==> config.mk <==
export PLATFORM = sky130hd
export DESIGN_NAME = ex_result_stage
export DESIGN_NICKNAME = d
export VERILOG_FILES = /design/src/rtl/pipe_pkg.sv /design/src/rtl/ex_result_stage_skid_buf2.sv /design/src/rtl/ex_result_stage.sv
export SDC_FILE = /design/constraint.sdc
export NUM_CORES = 1
export LEC_CHECK = 0
export ABC_AREA = 1
export CORE_MARGIN = 2
export CORE_UTILIZATION = 50
export CTS_BUF_LIST = sky130_fd_sc_hd__clkbuf_2
export DETAILED_ROUTE_END_ITERATION = 10
export PLACE_DENSITY = 0.84
export SLEW_MARGIN = 20
export SYNTH_ARGS = -nofsm -noshare
export SYNTH_HDL_FRONTEND = slang
export SYNTH_SLANG_ARGS = --single-unit
export TNS_END_PERCENT = 50
==> constraint.sdc <==
create_clock -name clk -period 3.1 [get_ports clk]
set_input_delay 0.93 -clock clk [delete_from_list [all_inputs] [get_ports clk]]
set_output_delay 0.93 -clock clk [all_outputs]
set_load 0.05 [all_outputs]
==> src/rtl/pipe_pkg.sv <==
// pipe_pkg: shared types and defaults for the EX->MEM result stage.
//   buf_state_e : occupancy/trap state of the result stage's 2-entry buffer
//   entry_t     : layout of one buffered beat at the default datapath widths
//   entry_w()   : packed width of an entry for arbitrary datapath widths
package pipe_pkg;

    localparam int DATA_W_DEF    = 32;
    localparam int REG_AW_DEF    = 5;
    localparam int CAUSE_OVF_DEF = 12;
    localparam int CAUSE_W       = 5;

    typedef enum logic [1:0] {
        ST_EMPTY     = 2'd0,
        ST_ONE       = 2'd1,
        ST_TWO       = 2'd2,
        ST_TRAP_WAIT = 2'd3
    } buf_state_e;

    typedef struct packed {
        logic [DATA_W_DEF-1:0] result;
        logic                  reg_write;
        logic [REG_AW_DEF-1:0] rd;
        logic [DATA_W_DEF-1:0] pc;
        logic                  trap;
    } entry_t;

    // result + pc + rd + reg_write + trap
    function automatic int entry_w(input int dw, input int aw);
        return 2 * dw + aw + 2;
    endfunction

endpackage

==> src/rtl/ex_result_stage_skid_buf2.sv <==
// skid_buf2: two-entry in-order buffer of opaque W-bit entries.
//   clk, rst_n : clock, async active-low reset
//   push_i     : write din_i behind the current contents (ignored when full)
//   pop_i      : drop the head entry (ignored when empty)
//   flush_i    : discard all entries; wins over push/pop
//   din_i      : entry to push
//   head_o     : oldest entry; keeps its last value once the buffer empties
module skid_buf2 #(
    parameter int W = 8
) (
    input  logic         clk,
    input  logic         rst_n,
    input  logic         push_i,
    input  logic         pop_i,
    input  logic         flush_i,
    input  logic [W-1:0] din_i,
    output logic [W-1:0] head_o
);

    logic [W-1:0] ent0_q, ent0_d;
    logic [W-1:0] ent1_q, ent1_d;
    logic [1:0]   cnt_q, cnt_d, cnt_pop;

    always_comb begin
        ent0_d  = ent0_q;
        ent1_d  = ent1_q;
        cnt_pop = cnt_q;
        if (pop_i && (cnt_q != 2'd0)) begin
            cnt_pop = cnt_q - 2'd1;
            // Only shift when a second entry exists, so a drained head holds.
            if (cnt_q == 2'd2) begin
                ent0_d = ent1_q;
            end
        end
        cnt_d = cnt_pop;
        if (push_i && (cnt_pop != 2'd2)) begin
            if (cnt_pop == 2'd0) begin
                ent0_d = din_i;
            end else begin
                ent1_d = din_i;
            end
            cnt_d = cnt_pop + 2'd1;
        end
        if (flush_i) begin
            cnt_d = 2'd0;
        end
    end

    always_ff @(posedge clk or negedge rst_n) begin
        if (!rst_n) begin
            ent0_q <= '0;
            ent1_q <= '0;
            cnt_q  <= 2'd0;
        end else begin
            ent0_q <= ent0_d;
            ent1_q <= ent1_d;
            cnt_q  <= cnt_d;
        end
    end

    assign head_o = ent0_q;

endmodule

==> src/rtl/ex_result_stage.sv <==
// ex_result_stage: EX->MEM boundary register behind the ALU. Selects the
// result (ALU word or compare bit), converts trapping overflow into a precise
// exception at the head of a 2-entry skid buffer, and handshakes both sides.
//   clk, rst_n         : clock, async active-low reset
//   in_valid/in_ready  : ALU-side handshake (in_ready is registered)
//   aluout, compout, overflow, slt_sel, trap_en, reg_write, rd_addr, pc : beat
//   flush              : synchronous kill of all held beats
//   out_valid/out_ready, out_result, out_reg_write, out_rd : MEM-side beat
//   exc_valid, exc_pc, exc_cause, exc_ack : overflow trap at head
// Build option EX_STAGE_STATS_EN adds stat_beats / stat_traps (saturating
// counts of accepted beats and acknowledged traps; cleared only by reset).
//
// state        | meaning
// ST_EMPTY     | no beat held
// ST_ONE       | one non-trap beat held, presented to MEM
// ST_TWO       | two beats held, head is non-trap (tail may be the trap)
// ST_TRAP_WAIT | trap beat at head, waiting for exc_ack
module ex_result_stage
    import pipe_pkg::*;
#(
    parameter int DATA_W    = DATA_W_DEF,
    parameter int REG_AW    = REG_AW_DEF,
    parameter int CAUSE_OVF = CAUSE_OVF_DEF
) (
    input  logic               clk,
    input  logic               rst_n,
    input  logic               in_valid,
    output logic               in_ready,
    input  logic [DATA_W-1:0]  aluout,
    input  logic               compout,
    input  logic               overflow,
    input  logic               slt_sel,
    input  logic               trap_en,
    input  logic               reg_write,
    input  logic [REG_AW-1:0]  rd_addr,
    input  logic [DATA_W-1:0]  pc,
    input  logic               flush,
    output logic               out_valid,
    input  logic               out_ready,
    output logic [DATA_W-1:0]  out_result,
    output logic               out_reg_write,
    output logic [REG_AW-1:0]  out_rd,
    output logic               exc_valid,
    output logic [DATA_W-1:0]  exc_pc,
    output logic [CAUSE_W-1:0] exc_cause,
`ifdef EX_STAGE_STATS_EN
    output logic [15:0]        stat_beats,
    output logic [15:0]        stat_traps,
`endif
    input  logic               exc_ack
);

    // Same field order as pipe_pkg::entry_t, sized by this instance's parameters.
    typedef struct packed {
        logic [DATA_W-1:0] result;
        logic              reg_write;
        logic [REG_AW-1:0] rd;
        logic [DATA_W-1:0] pc;
        logic              trap;
    } stage_entry_t;

    localparam int ENTRY_W = entry_w(DATA_W, REG_AW);

    buf_state_e   state_q, state_d;
    logic         trap_latched_q, trap_latched_d;
    logic         ready_q;
    logic         push, pop, drop, in_trap;
    stage_entry_t in_entry, head;
    logic [ENTRY_W-1:0] head_bits;

    assign in_trap = overflow && trap_en && !slt_sel;
    assign push    = in_valid && ready_q && !flush;

    always_comb begin
        in_entry.result    = slt_sel ? {{(DATA_W-1){1'b0}}, compout} : aluout;
        in_entry.reg_write = reg_write;
        in_entry.rd        = rd_addr;
        in_entry.pc        = pc;
        in_entry.trap      = in_trap;
    end

    assign out_valid = (state_q == ST_ONE) || (state_q == ST_TWO);
    assign exc_valid = (state_q == ST_TRAP_WAIT);
    // An acknowledged trap leaves the buffer without ever reaching MEM.
    assign drop      = exc_valid && exc_ack;
    assign pop       = (out_valid && out_ready) || drop;

    skid_buf2 #(.W(ENTRY_W)) u_buf (
        .clk     (clk),
        .rst_n   (rst_n),
        .push_i  (push),
        .pop_i   (pop),
        .flush_i (flush),
        .din_i   (in_entry),
        .head_o  (head_bits)
    );

    assign head = stage_entry_t'(head_bits);

    always_comb begin
        state_d        = state_q;
        trap_latched_d = trap_latched_q;
        if (flush) begin
            state_d        = ST_EMPTY;
            trap_latched_d = 1'b0;
        end else begin
            if (push && in_trap) trap_latched_d = 1'b1;
            if (drop)            trap_latched_d = 1'b0;
            case (state_q)
                ST_EMPTY: begin
                    if (push) state_d = in_trap ? ST_TRAP_WAIT : ST_ONE;
                end
                ST_ONE: begin
                    if (push && pop)  state_d = in_trap ? ST_TRAP_WAIT : ST_ONE;
                    else if (push)    state_d = ST_TWO;
                    else if (pop)     state_d = ST_EMPTY;
                end
                ST_TWO: begin
                    // A trap can only ever be the youngest beat, so in TWO a
                    // latched trap means the tail is the trap.
                    if (pop) state_d = trap_latched_q ? ST_TRAP_WAIT : ST_ONE;
                end
                ST_TRAP_WAIT: begin
                    if (drop) state_d = ST_EMPTY;
                end
                default: state_d = ST_EMPTY;
            endcase
        end
    end

    always_ff @(posedge clk or negedge rst_n) begin
        if (!rst_n) begin
            state_q        <= ST_EMPTY;
            trap_latched_q <= 1'b0;
            ready_q        <= 1'b0;
        end else begin
            state_q        <= state_d;
            trap_latched_q <= trap_latched_d;
            ready_q        <= (state_d != ST_TWO) && !trap_latched_d;
        end
    end

    assign in_ready      = ready_q;
    assign out_result    = head.result;
    assign out_reg_write = head.reg_write;
    assign out_rd        = head.rd;
    assign exc_pc        = head.pc;
    assign exc_cause     = head.trap ? CAUSE_W'(CAUSE_OVF) : '0;

`ifdef EX_STAGE_STATS_EN
    logic [15:0] beats_q, traps_q;

    always_ff @(posedge clk or negedge rst_n) begin
        if (!rst_n) begin
            beats_q <= '0;
            traps_q <= '0;
        end else begin
            if (push && (beats_q != 16'hFFFF))          beats_q <= beats_q + 16'd1;
            if (drop && !flush && (traps_q != 16'hFFFF)) traps_q <= traps_q + 16'd1;
        end
    end

    assign stat_beats = beats_q;
    assign stat_traps = traps_q;
`endif

endmodule

==> impl_metrics.tcl <==
set metrics [dict create \
    status "complete, no violations" \
    maxCapViolCount 0 \
    area_growth_pct 26.2 \
    fin_crit_sh_pct 92.9 \
    slowest_stage "clkdlybuf4s50_1" \
    path_class "flop to output port" \
    drt_wl_total_um 16500 \
    final-setup-viol-count 0 \
    min_path_type "primary input to asynchronous set/reset pin" \
    hpwl_um 10400 \
    portBuffers 154 \
    crit_family "buffers and inverters" \
    cp-end-kind "output port" \
    synth_area_leader_cell "dfrtp_1" \
    crit_path_start_kind "flop" \
    fin_nets 1003 \
    grtUsageTotal_pct 23.6 \
    cts_tree "yes" \
    power_frac_seq_pct 36.4 \
    first_global_vias 5600 \
    hold_slack_ns 0.196 \
    htree_levels 4 \
    core_um2 13200 \
    drc 0 \
    power_frac_clock_pct 10.6 \
    power.density_nw_per_um2 1080 \
    cp_data_arrival_time_ns 1.95 \
    critPathRequiredTime_ns 2.17 \
    wl_per_cell_um 15.1 \
    cts.sinks 148 \
    ir_drop_uv 810 \
    die_area_um2 14500 \
    cp_num_buf_inv 1 \
    leakage_nw 4.10 \
    clock.fmax_mhz 347 \
    hold_viol_final 0 \
    yosys_warnings 0 \
    worst_pin_slew_ns 0.780 \
    placementRows 42 \
    numCtsBuffers 17 \
    fillers 1109 \
    grt_max_degree 72 \
    ios 158 \
    grt_first_pass_wirelength_um 27300 \
    p_switching_mw 4.41 \
    cts_root_buf "clkbuf_2" \
    multi_input_area_um2 2610 \
    overflow 0 \
    die_h_um 120 \
    yosysSeqAreaShare_pct 54.8 \
    post-route-min-period_ns 2.88 \
    layout_common_cells "nand2_1, clkdlybuf4s50_1, dfrtp_1, nand3_1, a31oi_1" \
    synth_top_cell_area_share_pct 54.8 \
    cp_cell_sequence "clkdlybuf4s50_1" \
    die_w_um 120 \
    worstSkewPairLatency_ns 0.68 \
    synth-seq-cells 148 \
    firstDrtPassIters 8 \
    drt_iter0_drc 655 \
    power_frac_comb_pct 53.0 \
    cts_max_path_buffers 2 \
    rsz0062_at_grt "no" \
    synthCells 785 \
    final.setup_skew_ns 0.0393 \
    layout.cells.most_common "nand2_1" \
    max_stage_delay_ns 0.84 \
    power.internal_mw 4.83 \
    ant_nets 0 \
    yosysUniqueCellTypes 22 \
    path_depth 1 \
    path_clk_slew_ns 0.21 \
    layout-drive-gt1-share_pct 6.39 \
    gp_congestion 0.909 \
    cts_hold_buf 0 \
    p_total_mw 9.24 \
    cp_max_fo 3 \
    antennaDiodeCount 0 \
    start_util_pct 51.0 \
    worst_r2r_path_depth 12 \
    avgViaCountPerCell 5.41 \
    syn_area_per_cell_um2 8.61 \
    setup-tns-final_ns 0 \
    antenna_found_initial 0 \
    synth.area.top_cells "dfrtp_1, nand2_1, nand3_1" \
    p_sw_share_pct 47.7 \
    area.sequential_um2 3700 \
    slew_viol_final 0 \
    synth_area_um2 6760 \
    vias 5951 \
    slew_headroom_pct 48.0 \
]
==> metal layers <==
layer,wire [µm],global-route usage [%]
met5,0,0
met4,214,7.63
met1,7100,32.5
met3,1260,5.75
met2,7970,37.2
==> Yosys cell counts <==
cell      count
o21ai_0       5
buf_2        21
conb_1        1
a21oi_1      35
nand2_2       4
buf_6        16
xor2_1        1
inv_1        13
nand3_4       1
nor2_4        1
ha_1          8
nor2_1       46
inv_2         3
dfrtp_1     148
inv_4         1
a31oi_1      73
nand2_4       1
nand3_1     107
nand2_1     275
clkbuf_1     20
buf_4         4
nor2_8        1
==> metrics by stage <==
stage / cell area [µm²] / utilization, % / setup slack, ns / std cells
after floorplan: 6760 / - / 0.537 / 787
after detailed placement: 8340 / 63.0 / 0.0135 / 1072
final: 8520 / 64.4 / 0.219 / 1099
after CTS: 8530 / 64.4 / 0.0126 / 1099
after global routing: 8520 / 64.4 / 0.100 / 1099
after global placement: 8340 / 63.0 / 0.128 / 1072
==> area by class of cell <==
cell class / count / area share (%)
clock inverter: 7 / 1.03
inverter: 17 / 0.778
sequential: 148 / 43.5
tap: 176 / 2.58
multi-input combinational: 561 / 30.7
timing repair buffer: 170 / 20.3
clock buffer: 20 / 1.17
==> registers in the layout, summed over array words and instances, names as in the netlist <==
name and flops:
in_ready 1, state_q 2, trap_latched_q 1, u_buf.cnt_q 2, u_buf.ent1_q 71, u_buf.head_o 71
==> power by group through the flow <==
stage               clock [mW]  sequential [mW]  combinational, mW
global placement             0             3.38               4.82
global route              1.09             3.48               5.26
detailed placement           0             3.39               4.93
finish                   0.981             3.37               4.90
floorplan                    0             4.97               1.78
CTS                       1.01             3.36               4.92
==> repair_timing <==
item                       in CTS  in global routing
setup buffers                   0                  0
gates resized for setup         2                  2
setup endpoints to repair       2                  1
==> worst paths after layout <==
check	start	to	slack [ns]
worst max-delay path	in_ready	in_ready	0.22
worst min-delay path	rst_n	u_buf.cnt_q[1]	0.20
worst max register to register	state_q[1]	u_buf.head_o[53]	0.54
max in group asynchronous	rst_n	u_buf.head_o[59]	2.17
min in group clk	u_buf.ent1_q[22]	u_buf.ent1_q[22]	0.49
worst min register to register	u_buf.ent1_q[22]	u_buf.ent1_q[22]	0.49
==> logic make-up after synthesis <==
logic type | count (synthesis) | synth area share, %
flops | 148 | 54.8
buf+inv | 78 | 6.76
compound gates | 113 | 9.72
fa+ha+maj | 8 | 1.48
xor+xnor | 1 | 0.130
simple gates | 436 | 27.0
other cells | 1 | 0.0555
Note: power is estimated with default switching activity, not from simulation.
==> variant (same settings) <==
The option `EX_STAGE_STATS_EN` is turned on by a define.
--- a/src/rtl/ex_result_stage.sv
+++ b/src/rtl/ex_result_stage.sv
@@ -17,2 +17,4 @@
 // ST_TRAP_WAIT | trap beat at head, waiting for exc_ack
+`define EX_STAGE_STATS_EN
+
 module ex_result_stage
Function (old outputs only; new: stat_beats and stat_traps): kept (Yosys induction, for registers that start in step).
==> variant against the unedited design <==
- synthesized cell count up 31%
- via count grew 31%
- cell area is 29% higher
- setup slack got worse by 0.10 ns
- sequential cell count increased by 32
- core utilization is 1.4 points higher
- power is 22% higher
- area after synthesis increased by 28%
- largest cell class unchanged
- routed wire length up 34%
- critical path type unchanged
==> variant: results <==
[clock_network]
cts_setup_buffers = 0
clkSlewWorstSetupHoldPaths_ns = 0.28
cts_resized = 8
insertion_delay_ns = 0.77
htreeDepth = 4
cts.root.buffer_cell = "clkbuf_2"
cts_made_buffers = 17
cts_max_path_buffers = 2

[yosys]
synth_area_leaders = "dfrtp_1 (52%), nand2_1 (15%), nand3_1 (5.7%)"
ys_async_sr_fraction_pct = 100.0
yosysUniqueCellTypes = 29
seq_area_frac_synth_pct = 52.29
ys_warn_count = 0
ys_top_cells_by_count = "nand2_1 (351), dfrtp_1 (180), nand3_1 (98), a31oi_1 (73), nor2_1 (65)"

[drt]
drt_iter0_drc = 639
wl_mm = 22.20
drt_first_pass_iters = 5
routed_via_density = 5.460

[global_routing]
grt_use_total_pct = 24.69
use_met2_pct = 39.28
antenna_found_initial = 1
grt_pass1_wl_mm = 36.30
use_met3_pct = 5.574
grt_max_degree = 73
met1_usage_pct = 33.70
grt_pass1_vias = 7547

[place]
hpwl_mm = 14.96
place.gp.congestion = 0.8416
port_buffers = 186
detailed_place.area_sq_mm = 0.01068

[critical_path]
reg2reg_depth = 15
r2r_end = "u_buf.head_o[58]"
r2r-start = "state_q[1]"
slowest_stage = "clkdlybuf4s50_1"
cp.arrival_ns = 2.05
worstPathMaxFanout = 5
crit_start = "stat_traps[0]"
worst-r2r-setup-slack_ns = 0.52
slowest_delay_ns = 0.84

[power]
ir_worst_vdd_v = 0.0008768
p_switching_mw = 5.574
power.leakage_nw = 5.410

[hold_path]
hold_class = "in -> async"

[sta]
holdWs_ns = 0.1216
skew_ns = 0.05064
worst_pin_slew_ns = 0.7264

[finish]
fillerInstances = 1379
nets = 1285
drive_gt1_share_pct = 7.533

[flow_run]
maxCapViolCount = 0

[outcome]
run_status = "complete, no violations"
-- variant: changes by cell type after synthesis, sizes merged, moves of 8 or more --
cell,unedited run,this run
dfrtp,148,180
o21ai,5,58
nor2,48,67
xor2,1,13
inv,17,41
nand2,280,355
nand3,108,100
nor3,0,10
-- variant: final cells by class --
class,count,share of cell area (%)
Timing Repair Buffer,213,20.50
Sequential cell,180,41.06
Inverter,41,1.402
Clock buffer,17,0.7753
Multi-Input combinational cell,742,32.31
Antenna cell,2,0.04560
Tap cell,220,2.508
Clock inverter,15,1.402
-- variant: cells by family after synthesis --
family          after synthesis  share of synthesized area (%)
other cells                   1                        0.04353
fa+ha+maj                    10                          1.452
xor+xnor                     18                          1.830
flops                       180                          52.29
compound gates              170                          11.43
simple gates                541                          26.03
buf+inv                     108                          6.928
-- variant: how the worst max path moves through the flow --
stage / slack, ns / end / cells after the start
6_report: 0.12 / stat_traps[0] / 1
5_1_grt: 0.003 / out_rd[4] / 1
4_1_cts: 0.02 / stat_traps[7] / 1
3_5_place_dp: -0.02 / u_buf.head_o[69] / 14
3_3_place_gp: 0.07 / u_buf.head_o[56] / 14
2_1_floorplan: 0.33 / u_buf.head_o[39] / 16
-- variant: through the flow --
step,util [%],setup TNS [ns],worst slack [ns],cells
final,65.71,0,0.1180,1430
after global routing,65.71,0,0.002827,1430
after CTS,65.37,0,0.01598,1428
after detailed placement,63.96,-0.06345,-0.01863,1396
after global placement,63.96,0,0.07051,1396
after floorplan,-,0,0.3268,1030
-- variant: worst reg2reg max path: cells and delay by family (launching register included) --
kind                     cells  cell delay, ns
AO/OA/AOI/OAI                2            0.19
adder cells (fa/ha/maj)      2            0.54
buffers and inverters        4            0.54
flip-flops                   1            0.48
AND/OR/NAND/NOR              7            0.77
-- variant: layer usage --
metal	vias up	part of all wire (%)
met5	-	0
met4	0	1.4
met3	24	7.4
met2	318	47
met1	3731	44
li1	3735	-
-- variant: power by group through the flow --
stage          clock network, mW  logic [mW]  registers, mW
3_3_place_gp                   0        5.91           4.04
4_1_cts                     1.23        6.05           4.03
5_1_grt                     1.33        6.46           4.16
3_5_place_dp                   0        6.05           4.08
2_1_floorplan                  0        2.12           5.95
6_report                    1.19        6.02           4.04
